File: src/rtl/bus_arbiter_pkg.sv
// Shared definitions for the F-bus / M-bus to X-bus arbiter: widths, owner
// codes, the X-bus request payload and the round-robin pick helper.
package bus_arbiter_pkg;

    localparam int unsigned F_ADR_W = 62;
    localparam int unsigned F_DAT_W = 32;
    localparam int unsigned X_ADR_W = 61;
    localparam int unsigned X_DAT_W = 64;
    localparam int unsigned X_SEL_W = 8;

    localparam logic [1:0] OWNER_NONE = 2'd0;
    localparam logic [1:0] OWNER_F    = 2'd1;
    localparam logic [1:0] OWNER_M    = 2'd2;

    localparam logic LAST_F = 1'b0;
    localparam logic LAST_M = 1'b1;

    typedef struct packed {
        logic               cyc;
        logic               we;
        logic [X_ADR_W-1:0] adr;
        logic [X_SEL_W-1:0] sel;
        logic [X_DAT_W-1:0] dat;
    } xbus_req_t;

    // A 32-bit fetch occupies one half of the 64-bit X-bus word.
    function automatic logic [X_SEL_W-1:0] fetch_sel(input logic hi_word);
        return hi_word ? 8'hF0 : 8'h0F;
    endfunction

    // Round-robin pick when nobody holds the bus; on a tie the port that did not go last wins.
    function automatic logic [1:0] rr_pick(input logic f_req, input logic m_req, input logic last);
        if (f_req && m_req) begin
            return (last == LAST_F) ? OWNER_M : OWNER_F;
        end
        if (f_req) begin
            return OWNER_F;
        end
        if (m_req) begin
            return OWNER_M;
        end
        return OWNER_NONE;
    endfunction

endpackage

File: src/rtl/bus_arbiter_timeout_counter.sv
// Watchdog for a stalled X-bus cycle; only built when BUS_TIMEOUT_EN is defined.
// Counts consecutive wait cycles and flags expiry on the last permitted one.
`ifdef BUS_TIMEOUT_EN
module bus_arbiter_timeout_counter #(
    parameter int unsigned TIMEOUT_CYCLES = 255
) (
    input  logic clk_i,
    input  logic reset_i,
    input  logic i_wait,
    output logic o_expire_c
);

    localparam int unsigned CNT_W = $clog2(TIMEOUT_CYCLES + 1);

    logic [CNT_W-1:0] r_cnt;
    logic [CNT_W-1:0] w_cnt_nxt;

    assign o_expire_c = i_wait && (r_cnt == CNT_W'(TIMEOUT_CYCLES - 1));

    // Any non-wait cycle (ack, idle, abandon) restarts the count for the next grant.
    always_comb begin
        w_cnt_nxt = '0;
        if (i_wait && !o_expire_c) begin
            w_cnt_nxt = r_cnt + CNT_W'(1);
        end
    end

    always_ff @(posedge clk_i) begin
        if (reset_i) begin
            r_cnt <= '0;
        end else begin
            r_cnt <= w_cnt_nxt;
        end
    end

endmodule
`endif

File: src/rtl/bus_arbiter.sv
// Shares the X-bus between instruction fetch (F) and data (M) ports with
// round-robin, zero-latency grant. Optional watchdog: BUS_TIMEOUT_EN.
module bus_arbiter
    import bus_arbiter_pkg::*;
#(
    parameter int unsigned TIMEOUT_CYCLES = 255
) (
    input  logic               clk_i,
    input  logic               reset_i,

    input  logic               f_cyc_i,
    input  logic [F_ADR_W-1:0] f_adr_i,
    output logic [F_DAT_W-1:0] f_dat_o,
    output logic               f_ack_o,
    output logic               f_err_o,

    input  logic               m_cyc_i,
    input  logic               m_we_i,
    input  logic [X_ADR_W-1:0] m_adr_i,
    input  logic [X_SEL_W-1:0] m_sel_i,
    input  logic [X_DAT_W-1:0] m_dat_i,
    output logic [X_DAT_W-1:0] m_dat_o,
    output logic               m_ack_o,
    output logic               m_err_o,

    output logic               x_cyc_o,
    output logic               x_we_o,
    output logic [X_ADR_W-1:0] x_adr_o,
    output logic [X_SEL_W-1:0] x_sel_o,
    output logic [X_DAT_W-1:0] x_dat_o,
    input  logic [X_DAT_W-1:0] x_dat_i,
    input  logic               x_ack_i
);

    logic [1:0] r_owner;
    logic       r_last;
    logic [1:0] w_owner_nxt;
    logic       w_last_nxt;
    logic [1:0] w_cur;
    xbus_req_t  w_req;
    logic       w_done;
    logic       w_wait;
    logic       w_expire;

    // A locked grant wins; otherwise arbitrate this cycle. Reset forces the bus idle.
    always_comb begin
        w_cur = OWNER_NONE;
        if (!reset_i) begin
            if (r_owner != OWNER_NONE) begin
                w_cur = r_owner;
            end else begin
                w_cur = rr_pick(f_cyc_i, m_cyc_i, r_last);
            end
        end
    end

    always_comb begin
        w_req = '0;
        case (w_cur)
            OWNER_F: begin
                w_req.cyc = f_cyc_i;
                w_req.adr = f_adr_i[F_ADR_W-1:1];
                w_req.sel = fetch_sel(f_adr_i[0]);
            end
            OWNER_M: begin
                w_req.cyc = m_cyc_i;
                w_req.we  = m_we_i;
                w_req.adr = m_adr_i;
                w_req.sel = m_sel_i;
                w_req.dat = m_dat_i;
            end
            default: ;
        endcase
    end

    assign x_cyc_o = w_req.cyc;
    assign x_we_o  = w_req.we;
    assign x_adr_o = w_req.adr;
    assign x_sel_o = w_req.sel;
    assign x_dat_o = w_req.dat;

    assign w_done = w_req.cyc && x_ack_i;
    assign w_wait = w_req.cyc && !x_ack_i;

    assign f_dat_o = f_adr_i[0] ? x_dat_i[X_DAT_W-1:F_DAT_W] : x_dat_i[F_DAT_W-1:0];
    assign m_dat_o = x_dat_i;
    assign f_ack_o = w_done && (w_cur == OWNER_F);
    assign m_ack_o = w_done && (w_cur == OWNER_M);
    assign f_err_o = w_expire && (w_cur == OWNER_F);
    assign m_err_o = w_expire && (w_cur == OWNER_M);

`ifdef BUS_TIMEOUT_EN
    bus_arbiter_timeout_counter #(
        .TIMEOUT_CYCLES (TIMEOUT_CYCLES)
    ) u_timeout (
        .clk_i      (clk_i),
        .reset_i    (reset_i),
        .i_wait     (w_wait),
        .o_expire_c (w_expire)
    );
`else
    logic w_unused_timeout;
    assign w_unused_timeout = w_wait || (TIMEOUT_CYCLES == 32'd0);
    assign w_expire         = 1'b0;
`endif

    // Completion or watchdog releases the bus; a wait state locks it; a dropped request releases it.
    always_comb begin
        w_owner_nxt = r_owner;
        w_last_nxt  = r_last;
        if (w_done || w_expire) begin
            w_owner_nxt = OWNER_NONE;
            w_last_nxt  = (w_cur == OWNER_M) ? LAST_M : LAST_F;
        end else if (w_req.cyc) begin
            w_owner_nxt = w_cur;
        end else begin
            w_owner_nxt = OWNER_NONE;
        end
    end

    always_ff @(posedge clk_i) begin
        if (reset_i) begin
            r_owner <= OWNER_NONE;
            r_last  <= LAST_F;
        end else begin
            r_owner <= w_owner_nxt;
            r_last  <= w_last_nxt;
        end
    end

endmodule

File: config.mk
export PLATFORM = sky130hd
export DESIGN_NAME = bus_arbiter
export DESIGN_NICKNAME = d
export VERILOG_FILES = /design/src/rtl/bus_arbiter_pkg.sv /design/src/rtl/bus_arbiter_timeout_counter.sv /design/src/rtl/bus_arbiter.sv
export SDC_FILE = /design/constraint.sdc
export NUM_CORES = 1
export LEC_CHECK = 0
export BUFFER_PORTS_ARGS = -buffer_cell sky130_fd_sc_hd__buf_2
export CAP_MARGIN = 5
export CORE_AREA = 2 2 194 196
export CTS_CLUSTER_DIAMETER = 120
export DETAILED_ROUTE_END_ITERATION = 7
export DIE_AREA = 0 0 196 198
export PLACE_DENSITY = 0.3
export SLEW_MARGIN = 10
export SYNTH_ARGS = -nofsm -noshare
export SYNTH_HDL_FRONTEND = slang
export SYNTH_SLANG_ARGS = --single-unit
File: constraint.sdc
create_clock -name clk_i -period 2 [get_ports clk_i]
set_input_delay 0.2 -clock clk_i [delete_from_list [all_inputs] [get_ports clk_i]]
set_output_delay 0.2 -clock clk_i [all_outputs]
set_load 0.01 [all_outputs]
==> summary.txt <==
Run status
  – Status: complete, but fails checks
  – Failing checks: setup timing

CTS
  – CTS tree: done
  – Max Root-Sink Buffers: 2
  – Number of clock sinks: 3
  – Clk Latency, worst-skew pair: 220 ps
  – CTS H-tree depth: 1
  – Worst-path clk slew: 30 ps
  – CTS root buf: clkbuf_16
  – Inserted Clock Buffers: 3

Setup path
  – Critical-path maximum fanout: 15
  – CP Class: register to output pin
  – Startpoint types: register
  – Slowest-stage cell, CP: dfxtp_2
  – Top cell by count, worst path: buf_12
  – Crit path DAT: 1930 ps
  – Worst reg-to-reg path cell count: 8
  – CP Data Required Time: 1800 ps
  – Critical path's largest stage delay: 320 ps
  – CP cell instances: nand2b_4 -> a31oi_4 -> or2_4 -> ha_4 -> buf_12 -> buf_12 -> a22oi_2 -> nor2_1 -> buf_2
  – Setup crit end kind: output pin

Placement
  – I/O Buffers: 497
  – Setup WS pre-CTS: -43.9 ps
  – GP Congestion: 0.809
  – Cell area after placement: 5270 µm²
  – Hpwl dp: 14900 µm

STA
  – Final setup violation count: 116
  – Max-slew violation count: 0
  – Count of final hold-check violations: 0
  – Setup slack after layout: -133 ps
  – Max Clk Rate: 469 MHz
  – Fin crit period: 2130 ps
  – Setup Skew: 1.36 ps
  – RSZ-0062 raised after global routing: yes
  – Tcrit/Tclk final: 107%

Power and ir drop
  – Leakage power: 3.12 nW
  – VDD IR-drop max: 0.226 mV
  – PD cells: 264 nW/µm²

Layout
  – Nets: 1080
  – Final core occ: 15.8%
  – Area delta synth->final: 141%
  – Design area: 5820 µm²
  – Ratio of cells with drive above 1 in the final layout: 78.7%
  – Filler Cell Count: 4301
  – Diode count: 0

Detailed routing
  – Per-cell routed wire length: 13.5 µm
  – Detailed Route WL: 17400 µm
  – DRT iter0 DRCs: 113
  – Vias/cell: 3.33
  – # DRC: 0
  – DRT Pass-1 Iters: 4
  – DR vias: 4285
  – ANT nets after route: 0

Floorplan
  – Rows: 71
  – Core Area: 37000 µm²
  – Top-Level Pins: 500
  – Die Y: 198 µm
  – Initial core utilization: 6.52%
  – Die area: 38800 µm²
  – Die Width: 196 µm

Yosys
  – Unique masters post-synth: 23
  – Ys Warns: 0
  – Ys async rst share: 0%
  – Post-synth EDFFs: 0
  – Main synth FF type: dfxtp_1
  – Syn Inst Count: 363
  – Mapped Area: 2410 µm²
  – Seq/Total Area, Yosys: 2.49%
  – Syn avg cell area: 6.64 µm²
  – Yosys reg bits: 3

Global routing
  – Initial antenna violation count: 2
  – First-pass GRT wire length: 22500 µm
  – GRT Util Overall: 7.54%
  – Largest net degree at the start of global routing: 28
  – Vias in the first global route: 3712
  – Grt ovf: 0

Min path
  – Hold Path Depth: 2
  – Min-Delay Path Class: input pin to register

Flow run
  – Max-Cap Viols: 0
==> flip-flops by register name, summed over array words and instances, names as in the netlist <==
register and count:
r_owner 2, r_last 1
==> worst max-delay path: cells and delay by family, from the launching register on <==
family	cells	cell delay, ps
buffers and inverters	3	450
AOI/OAI and AO/OA	2	270
adders and majority gates	1	210
DFF	1	320
and+or+nand+nor	3	440
==> kinds of logic after synthesis <==
family	after synthesis	share of synthesized area, %
adder cells (fa/ha/maj)	2	1.04
flip-flops	3	2.49
AO/OA/AOI/OAI	74	22.1
other	1	0.156
AND/OR/NAND/NOR	148	31.3
buffers and inverters	103	27.9
multiplexers	32	14.9
==> routing by layer <==
layer  track usage [%]  share of wire (%)  vias to the layer above
met2              15.4                 56                      254
met1              8.35                 36                     1944
li1                  -                  -                     2073
met5                 0               0.13                        -
met4              1.04               0.72                        4
met3             0.954                7.1                       10
==> worst paths after layout <==
path,end,slack [ps],from
setup / recovery,x_adr_o[6],-130,r_last
setup reg to reg,r_owner[1],210,r_last
hold / removal,r_last,260,reset_i
hold reg to reg,r_last,500,r_last
==> power breakdown <==
group	leakage [nW]	total, mW	switching [mW]	internal, mW
sequential	0.0257	0.0609	0.000290	0.0606
combinational	3.05	1.16	0.558	0.600
clock	0.0382	0.316	0.0535	0.263
==> cells in the mapped netlist (3+ instances only) <==
cell type | n | area, µm²
and2_1 | 65 | 407
buf_4 | 70 | 526
inv_1 | 3 | 11.3
dfxtp_1 | 3 | 60.1
mux2_2 | 32 | 360
a21oi_1 | 9 | 45.0
buf_1 | 4 | 15.0
buf_2 | 19 | 95.1
a22oi_1 | 61 | 458
nor2_1 | 64 | 240
clkbuf_1 | 7 | 26.3
nand2_1 | 10 | 37.5
==> stage by stage <==
stage               hold WS (ps)  TNS, ps  power [mW]  std cells
floorplan                    269        0       0.567        364
global placement             484     -297        1.14       1273
detailed placement           485     -215        1.13       1273
CTS                          252    -8800        1.50       1278
global route                 284   -18840        1.64       1286
finish                       259    -7130        1.53       1286
==> final cells by class <==
type / instances / area (µm²) / share of cell area, %
timing repair buffer: 544 / 3110 / 53.4
multi-input combinational: 258 / 1970 / 33.8
tap: 474 / 593 / 10.2
clock buffer: 4 / 78.8 / 1.35
sequential: 3 / 63.8 / 1.10
inverter: 3 / 11.3 / 0.193
==> cells in the final DEF, fill, tap and decap left out <==
master / n
and2_4: 3
buf_4: 23
a22oi_2: 38
nand2_2: 1
nand2b_1: 1
nor2_2: 2
and3_1: 1
a22oi_1: 24
buf_6: 13
or3b_4: 1
and2_1: 62
a21oi_2: 2
mux2_2: 32
conb_1: 2
nor2_1: 61
or2_4: 2
buf_8: 2
nand2_1: 9
clkbuf_16: 6
buf_2: 492
clkbuf_1: 1
dfxtp_2: 3
a31oi_4: 2
buf_12: 11
o21ai_0: 1
nor4b_1: 2
nor2_4: 1
inv_2: 1
ha_4: 2
a21oi_1: 7
inv_1: 2
nand2b_4: 2
==> repair_timing <==
action / CTS / global route
setup endpoints to repair: 120 / 119
hold buffers: 0 / 0
gates resized for setup: 42 / 35
gates cloned: 0 / 3
buffers inserted: 1 / 5
endpoints found under the hold margin: 0 / 0
pin swaps: 2 / 6
No activity file was read; power rests on OpenSTA's default activity.
